[config.mk]
export PLATFORM = sky130hd
export DESIGN_NAME = fifo_wr_arbiter
export DESIGN_NICKNAME = d
export VERILOG_FILES = /design/src/rtl/fifo_wr_arbiter.sv
export SDC_FILE = /design/constraint.sdc
export NUM_CORES = 1
export LEC_CHECK = 0
export ABC_AREA = 1
export CAP_MARGIN = 0
export CORE_AREA = 2 2 170 172
export CTS_CLUSTER_DIAMETER = 150
export DETAILED_ROUTE_END_ITERATION = 16
export DIE_AREA = 0 0 172 174
export PLACE_DENSITY = 0.7
export SLEW_MARGIN = 15
export SYNTH_ARGS = -nofsm -noshare
export SYNTH_HDL_FRONTEND = slang
export SYNTH_SLANG_ARGS = --single-unit
[constraint.sdc]
create_clock -name clk -period 15.17 [get_ports clk]
set_input_delay 3.7925 -clock clk [delete_from_list [all_inputs] [get_ports clk]]
set_output_delay 3.7925 -clock clk [all_outputs]
set_load 0.01 [all_outputs]
[src/rtl/fifo_wr_arbiter.sv]
// fifo_wr_arbiter: write-side arbiter and space scheduler for the byte FIFO.
// Requester A (control words) and requester B (literal/copy items) share the
// FIFO's single multi-byte write port. The grant alternates round-robin and is
// locked for multi-beat packets. A beat is accepted only when it fits in the
// free space, and the FIFO write is issued one cycle after acceptance.
// Optional build macro FIFO_WR_ARB_STATS_EN adds stall/grant counters.
//
// Handshake: a beat transfers on a rising edge when valid & ready are both
// high. Requesters hold valid, data, num_bytes and last stable until that
// edge. Ready never depends combinationally on data.
module fifo_wr_arbiter #(
   parameter int FIFO_SIZE    = 128,
   parameter int MAX_BYTES_IN = 16,
   parameter int CNT_W        = $clog2(MAX_BYTES_IN + 1)
) (
   input  logic             clk,
   input  logic             reset,
   input  logic             a_valid,
   input  logic [CNT_W-1:0] a_num_bytes,
   input  logic [7:0]       a_data [MAX_BYTES_IN],
   input  logic             a_last,
   output logic             a_ready,
   input  logic             b_valid,
   input  logic [CNT_W-1:0] b_num_bytes,
   input  logic [7:0]       b_data [MAX_BYTES_IN],
   input  logic             b_last,
   output logic             b_ready,
   input  logic [31:0]      fifo_occupancy,
   output logic             fifo_wr_en,
   output logic [CNT_W-1:0] fifo_num_bytes,
   output logic [7:0]       fifo_data [MAX_BYTES_IN],
   output logic             err_out,
`ifdef FIFO_WR_ARB_STATS_EN
   output logic [15:0]      stall_cnt,
   output logic [15:0]      grant_cnt_a,
   output logic [15:0]      grant_cnt_b,
`endif
   output logic [1:0]       state_dbg
);

   typedef enum logic [1:0] {
      IDLE  = 2'd0,
      OWN_A = 2'd1,
      OWN_B = 2'd2
   } state_t;

   state_t state;
   logic   rr_last_b;   // 1: B was the last owner, so A wins the next tie

   logic             sel_b;
   logic             sel_valid;
   logic [CNT_W-1:0] sel_num;
   logic             sel_last;
   logic [CNT_W-1:0] inflight;
   logic [34:0]      free_u;
   logic signed [34:0] free_s;
   logic             fits;
   logic             illegal;
   logic             accept;

   assign state_dbg = state;

   // Pick the grantee: held owner when locked, otherwise round-robin among valids
   always_comb begin
      sel_b     = 1'b0;
      sel_valid = 1'b0;
      case (state)
         IDLE: begin
            if (a_valid && (!b_valid || rr_last_b)) begin
               sel_b     = 1'b0;
               sel_valid = 1'b1;
            end else if (b_valid) begin
               sel_b     = 1'b1;
               sel_valid = 1'b1;
            end
         end
         OWN_A: begin
            sel_b     = 1'b0;
            sel_valid = a_valid;
         end
         OWN_B: begin
            sel_b     = 1'b1;
            sel_valid = b_valid;
         end
         default: begin
            sel_b     = 1'b0;
            sel_valid = 1'b0;
         end
      endcase
   end

   assign sel_num  = sel_b ? b_num_bytes : a_num_bytes;
   assign sel_last = sel_b ? b_last : a_last;

   // The write issued last cycle has not reached fifo_occupancy yet, so it is
   // charged against free space here. Signed so an overfull FIFO blocks all.
   assign inflight = fifo_wr_en ? fifo_num_bytes : '0;
   assign free_u   = 35'(FIFO_SIZE) - {3'b000, fifo_occupancy} - 35'(inflight);
   assign free_s   = $signed(free_u);
   assign fits     = $signed(35'(sel_num)) <= free_s;
   assign illegal  = (sel_num == '0) || (sel_num > CNT_W'(MAX_BYTES_IN));

   // Illegal beats are always taken so a bad requester cannot wedge the port
   assign accept  = reset && sel_valid && (illegal || fits);
   assign a_ready = accept && !sel_b;
   assign b_ready = accept && sel_b;

   // Ownership, round-robin memory and the registered FIFO write
   always_ff @(posedge clk or negedge reset) begin
      if (!reset) begin
         state          <= IDLE;
         rr_last_b      <= 1'b1;
         fifo_wr_en     <= 1'b0;
         fifo_num_bytes <= '0;
         fifo_data      <= '{default: 8'h00};
         err_out        <= 1'b0;
      end else begin
         if (accept) begin
            if (illegal) begin
               fifo_wr_en <= 1'b0;
               err_out    <= 1'b1;
            end else begin
               fifo_wr_en     <= 1'b1;
               fifo_num_bytes <= sel_num;
               if (sel_b) fifo_data <= b_data;
               else       fifo_data <= a_data;
            end
            if (sel_last) begin
               state     <= IDLE;
               rr_last_b <= sel_b;
            end else begin
               state <= sel_b ? OWN_B : OWN_A;
            end
         end else begin
            fifo_wr_en <= 1'b0;
            // A blocked winner keeps the grant so large beats cannot starve
            if (state == IDLE && sel_valid) state <= sel_b ? OWN_B : OWN_A;
         end
      end
   end

`ifdef FIFO_WR_ARB_STATS_EN
   // Saturating activity counters for performance monitoring
   always_ff @(posedge clk or negedge reset) begin
      if (!reset) begin
         stall_cnt   <= '0;
         grant_cnt_a <= '0;
         grant_cnt_b <= '0;
      end else begin
         if (sel_valid && !illegal && !fits && stall_cnt != 16'hFFFF)
            stall_cnt <= stall_cnt + 16'd1;
         if (a_ready && grant_cnt_a != 16'hFFFF)
            grant_cnt_a <= grant_cnt_a + 16'd1;
         if (b_ready && grant_cnt_b != 16'hFFFF)
            grant_cnt_b <= grant_cnt_b + 16'd1;
      end
   end
`endif

endmodule

* After elaboration in Yosys (flattened, before gate mapping)
Cells that the tools add are included.
Storage, ports and cells: flip-flop bits (word level) 138, word-level logic and storage cells 60
Cells by class: eq/ne operators 2, bitwise logic cells 1, $lt $le $gt $ge 2, add/sub/neg operators 2, reductions and logical operators 17, mux-type cells 15
Operators with widths (number):
- $mux W128 | 1
- $le A6 B34 Y1 | 1
- $sub A33 B6 Y34 | 1
- $sub A8 B32 Y33 const A | 1
- $mux W5 | 2
- $mux W2 | 4
- $logic_and A1 B1 Y1 | 6
- $mux W1 | 6
- $reduce_and A2 Y1 | 3
- $gt A5 B5 Y1 const B | 1
- $logic_not A5 Y1 | 1
- $logic_or A1 B1 Y1 | 3
- $pmux W1 S3 | 1
- $eq A2 B1 Y1 const B | 1
- $eq A2 B2 Y1 const B | 1
- $logic_not A1 Y1 | 2
- $logic_not A2 Y1 | 1
- $pmux W1 S2 | 1
- $reduce_bool A2 Y1 | 1
- $not A1 Y1 | 1

* Longest topological paths before layout
depth after elaboration 11, depth in mapped cells 28, depth with buffers taken out 26

* Worst setup path before layout
OpenSTA, ideal clock, no wires.
path kind input to output, from input fifo_occupancy[0], to output a_ready, stages 22, path slack 5058 ps, arrival 6319 ps, cell sequence inv_2 -> ha_1 -> nand3_1 -> xor2_1 -> ha_1 -> nand2_1 -> inv_1 -> nand2_1 -> nand3_1 -> nor2_1 -> nand3_1 -> nor2_2 -> nand3_1 -> nor2_1 -> nand3_1 -> nand2_1 -> nor2_1 -> nand3_1 -> o21bai_1 -> nand2_1 -> inv_1 -> nor2_1
On the way: word-level cells in the longest chain between the ends 6
Ends and longest elaborated chain:
- from (decl) | RTL line 28 | input logic [31:0] fifo_occupancy,
- $sub A8 B32 Y33 | RTL line 98 | assign free_u = 35'(FIFO_SIZE) - {3'b000, fifo_occupancy} - 35'(inflight);
- $sub A33 B6 Y34 | RTL line 98
- $le A6 B34 Y1 | RTL line 100 | assign fits = $signed(35'(sel_num)) <= free_s;
- $logic_or A1 B1 Y1 | RTL line 104 | assign accept = reset && sel_valid && (illegal || fits);
- $logic_and A1 B1 Y1 | RTL line 104
- $logic_and A1 B1 Y1 | RTL line 105 | assign a_ready = accept && !sel_b;
- to (decl) | RTL line 22 | output logic a_ready,
No other way between the ends.

* Final worst setup path
from input fifo_occupancy[0], to output b_ready
On the way: word-level cells in the longest chain between the ends 6
Ends and longest elaborated chain:
- $sub A8 B32 Y33 | RTL line 98
- $sub A33 B6 Y34 | RTL line 98
- $le A6 B34 Y1 | RTL line 100
- $logic_or A1 B1 Y1 | RTL line 104
- $logic_and A1 B1 Y1 | RTL line 104
- $logic_and A1 B1 Y1 | RTL line 106 | assign b_ready = accept && sel_b;
- to (decl) | RTL line 27 | output logic b_ready,
No other way between the ends.

==> insert_results.sql <==
INSERT INTO impl_metrics (metric_group, metric, value, unit) VALUES
('global_route', 'global_route_wire_length_before_repair', '58.1', 'mm'),
('timing', 'setup-tns-final', '0', 'ns'),
('final_layout', 'final_nets', '2274', ''),
('critical_path', 'critical-path-top-cell-by-count', 'sky130_fd_sc_hd__nand2_1', ''),
('route', 'postRouteAntennaNets', '0', ''),
('timing', 'hold_viol_final', '0', ''),
('logic_synthesis', 'synthDominantCellAreaShare', '0.407', ''),
('timing', 'worst_hold_slack', '0.474', 'ns'),
('timing', 'timing.final.setup_violations', '0', ''),
('logic_synthesis', 'ys_seq_area_frac', '0.370', ''),
('critical_path', 'critical_path_required', '11.38', 'ns'),
('route', 'detail_route.first_pass.iterations', '4', ''),
('critical_path', 'worst_path_dominant_cell_family', 'simple AND/OR/NAND/NOR gates', ''),
('clock_tree', 'cts-root-buf', 'sky130_fd_sc_hd__clkbuf_16', ''),
('logic_synthesis', 'syn-num-nets', '1863', ''),
('timing', 'postLayoutSetupSlackWorst', '3.47', 'ns'),
('critical_path', 'cp_num_buf_inv', '6', ''),
('power', 'power.clock.fraction', '0.322', ''),
('clock_tree', 'cts_hold_repair.buffers', '0', ''),
('critical_path', 'path_max_fanout', '5', ''),
('critical_path', 'worstSetupStartpointType', 'input port', ''),
('clock_tree', 'insertion_delay', '0.43', 'ns'),
('global_route', 'total_congestion_overflow_after_global_routing', '0', ''),
('final_layout', 'layout.core_utilization', '0.516', ''),
('logic_synthesis', 'syn-mean-instance-area', '6.03', 'sq um'),
('logic_synthesis', 'syn-instance-count', '1547', ''),
('final_layout', 'post-route-cell-area', '14600', 'sq um'),
('global_route', 'grt_pass1_vias', '10600', ''),
('floorplanning', 'die_w', '172', 'um'),
('power', 'p_sw_frac', '0.404', ''),
('final_layout', 'share_of_post_route_cells_with_drive_strength_above_1', '0.0365', ''),
('timing', 'worst_clock_skew', '0.0128', 'ns'),
('global_route', 'grt_max_degree', '105', ''),
('logic_synthesis', 'postSynthRegisterBits', '138', ''),
('critical_path', 'slowest_stage', 'sky130_fd_sc_hd__clkdlybuf4s50_1', ''),
('power', 'comb_power_share', '0.396', ''),
('logic_synthesis', 'synthDistinctLibCells', '40', ''),
('route', 'drtIter0Drc', '597', ''),
('critical_path', 'cpPeakStageDelay', '0.50', 'ns'),
('floorplanning', 'placeableCoreArea', '28200', 'sq um'),
('critical_path', 'timing.critical_path.to_type', 'output pin', ''),
('place', 'buffer_ports.inserted', '442', ''),
('place', 'hpwl', '30.2', 'mm'),
('timing', 'final.period_utilization', '0.771', ''),
('route', 'wl_per_cell', '16.3', 'um'),
('final_layout', 'multi_input_area', '5280', 'sq um'),
('run_status', 'status', 'completed', ''),
('logic_synthesis', 'netlist_top_cells_count', 'sky130_fd_sc_hd__nand2_1 (1011), sky130_fd_sc_hd__dfrtp_1 (137), sky130_fd_sc_hd__nor2_1 (98)', ''),
('global_route', 'grt_antenna_before_repair', '2', ''),
('worst_hold_path', 'worst_min_path_class', 'flop to flop', ''),
('power', 'p_leak', '0.00754', 'uW'),
('global_route', 'grtUsageTotal', '0.254', ''),
('clock_tree', 'clk_path_buf_depth', '2', ''),
('timing', 'min_period', '11.70', 'ns'),
('logic_synthesis', 'synth_ff_type', 'sky130_fd_sc_hd__dfrtp_1', ''),
('timing', 'final_max_slew_viol_count', '0', ''),
('logic_synthesis', 'yosysTopAreaCell', 'sky130_fd_sc_hd__nand2_1', ''),
('final_layout', 'fillers', '2865', ''),
('job', 'number_of_max_capacitance_violations_reported', '0', ''),
('timing', 'fmax', '85.5', 'MHz'),
('clock_tree', 'cts_htree_levels', '4', ''),
('power', 'p_switching', '539', 'uW'),
('clock_tree', 'numCtsBuffers', '17', ''),
('timing', 'worst_pin_slew', '1.05', 'ns'),
('power', 'seqPwrFrac', '0.282', ''),
('power', 'power.internal', '795', 'uW'),
('clock_tree', 'worst_setup_hold_path_clk_slew', '0.07', 'ns'),
('route', 'drt-total-wl', '38.4', 'mm'),
('timing', 'slew-limit-headroom', '0.298', ''),
('final_layout', 'area_delta_synth_final', '56.4', '%'),
('logic_synthesis', 'synth.yosys.warnings', '0', '');
-- layout by cell type, fill, tap and decap left out, types with 4 or more instances in the layout --
| cell type | n |
|---|---|
| sky130_fd_sc_hd__inv_6 | 6 |
| sky130_fd_sc_hd__o21ai_0 | 8 |
| sky130_fd_sc_hd__xor2_1 | 6 |
| sky130_fd_sc_hd__nor2_2 | 7 |
| sky130_fd_sc_hd__inv_2 | 4 |
| sky130_fd_sc_hd__nand2_1 | 1011 |
| sky130_fd_sc_hd__nand4_1 | 11 |
| sky130_fd_sc_hd__nand3_1 | 77 |
| sky130_fd_sc_hd__inv_1 | 67 |
| sky130_fd_sc_hd__ha_1 | 11 |
| sky130_fd_sc_hd__nand2_2 | 8 |
| sky130_fd_sc_hd__dfrtp_1 | 137 |
| sky130_fd_sc_hd__clkbuf_16 | 17 |
| sky130_fd_sc_hd__xnor2_1 | 5 |
| sky130_fd_sc_hd__buf_4 | 7 |
| sky130_fd_sc_hd__nor2_1 | 98 |
| sky130_fd_sc_hd__o21bai_1 | 4 |
| sky130_fd_sc_hd__clkdlybuf4s50_1 | 441 |
-- area by class of cell --
cell class / instances / area share
Antenna cell: 2 / 0.000343
Timing Repair Buffer: 449 / 0.307
Tap cell: 384 / 0.0330
Clock inverter: 15 / 0.0121
Clock buffer: 17 / 0.0292
Sequential cell: 138 / 0.237
Multi-Input combinational cell: 1278 / 0.362
Inverter: 74 / 0.0194
-- routing by layer --
layer	up-vias	GRT usage	part of all wire
met5	-	0	0
met4	0	0.139	0.057
met3	99	0.0653	0.068
met2	405	0.438	0.49
met1	5013	0.284	0.39
li1	5537	-	-
-- metrics by stage --
step,instances,total power [uW]
2_1_floorplan,1547,695
3_3_place_gp,2323,911
6_report,2357,1330
4_1_cts,2355,1350
5_1_grt,2356,1430
3_5_place_dp,2323,912
-- worst reg2reg max path, cell delays in order (launching register included) --
cell,delay (ns)
sky130_fd_sc_hd__dfrtp_1,0.53
sky130_fd_sc_hd__nand2_1,0.09
sky130_fd_sc_hd__inv_1,0.12
sky130_fd_sc_hd__ha_1,0.16
sky130_fd_sc_hd__inv_1,0.07
sky130_fd_sc_hd__fa_1,0.41
sky130_fd_sc_hd__nand3_1,0.10
sky130_fd_sc_hd__nand2_1,0.09
sky130_fd_sc_hd__a21o_1,0.17
sky130_fd_sc_hd__nor2_1,0.16
sky130_fd_sc_hd__nand2_1,0.17
sky130_fd_sc_hd__nor2_4,0.18
sky130_fd_sc_hd__nand3_2,0.16
sky130_fd_sc_hd__nor2_4,0.14
sky130_fd_sc_hd__nand3_1,0.09
sky130_fd_sc_hd__nand3_1,0.09
sky130_fd_sc_hd__nor2_1,0.04
sky130_fd_sc_hd__nand3_1,0.07
sky130_fd_sc_hd__or2_1,0.14
sky130_fd_sc_hd__nand3_4,0.52
sky130_fd_sc_hd__inv_4,0.72
sky130_fd_sc_hd__buf_4,0.78
sky130_fd_sc_hd__nand2_1,0.30
sky130_fd_sc_hd__nand2_1,0.13
-- cells by family after synthesis --
kind of cell	share of synthesized area
compound gates	0.0157
xor+xnor	0.0103
fa+ha+maj	0.0169
buf+inv	0.0656
flops	0.370
simple gates	0.521
-- path summary, 6_finish.rpt --
| kind | startpoint | endpoint | slack (ns) | cells after the start |
|---|---|---|---|---|
| worst max-delay path | fifo_occupancy[0] | b_ready | 3.47 | 25 |
| worst min-delay path | rr_last_b$_DFFE_PN1P_ | rr_last_b$_DFFE_PN1P_ | 0.47 | 2 |
| worst max register to register | fifo_wr_en$_DFF_PN0_ | fifo_data[5]$_DFFE_PN0P_ | 9.68 | 23 |
| worst min register to register | rr_last_b$_DFFE_PN1P_ | rr_last_b$_DFFE_PN1P_ | 0.47 | 2 |
| max in group asynchronous | reset | fifo_data[112]$_DFFE_PN0P_ | 10.12 | 3 |
| min in group asynchronous | reset | fifo_data[111]$_DFFE_PN0P_ | 3.27 | 1 |
-- state kept, by name, indices dropped and copies added, names as in the netlist --
signal          flops
fifo_data         128
fifo_num_bytes      5
state_dbg           2
err_out             1
fifo_wr_en          1
rr_last_b           1
-- power groups by stage --
stage	registers, uW	logic [uW]	clock network (uW)
floorplan	384	311	0
global placement	384	528	0
detailed placement	384	529	0
CTS	377	530	441
global route	377	592	457
finish	377	528	430
No activity file was read; power rests on OpenSTA's default activity.
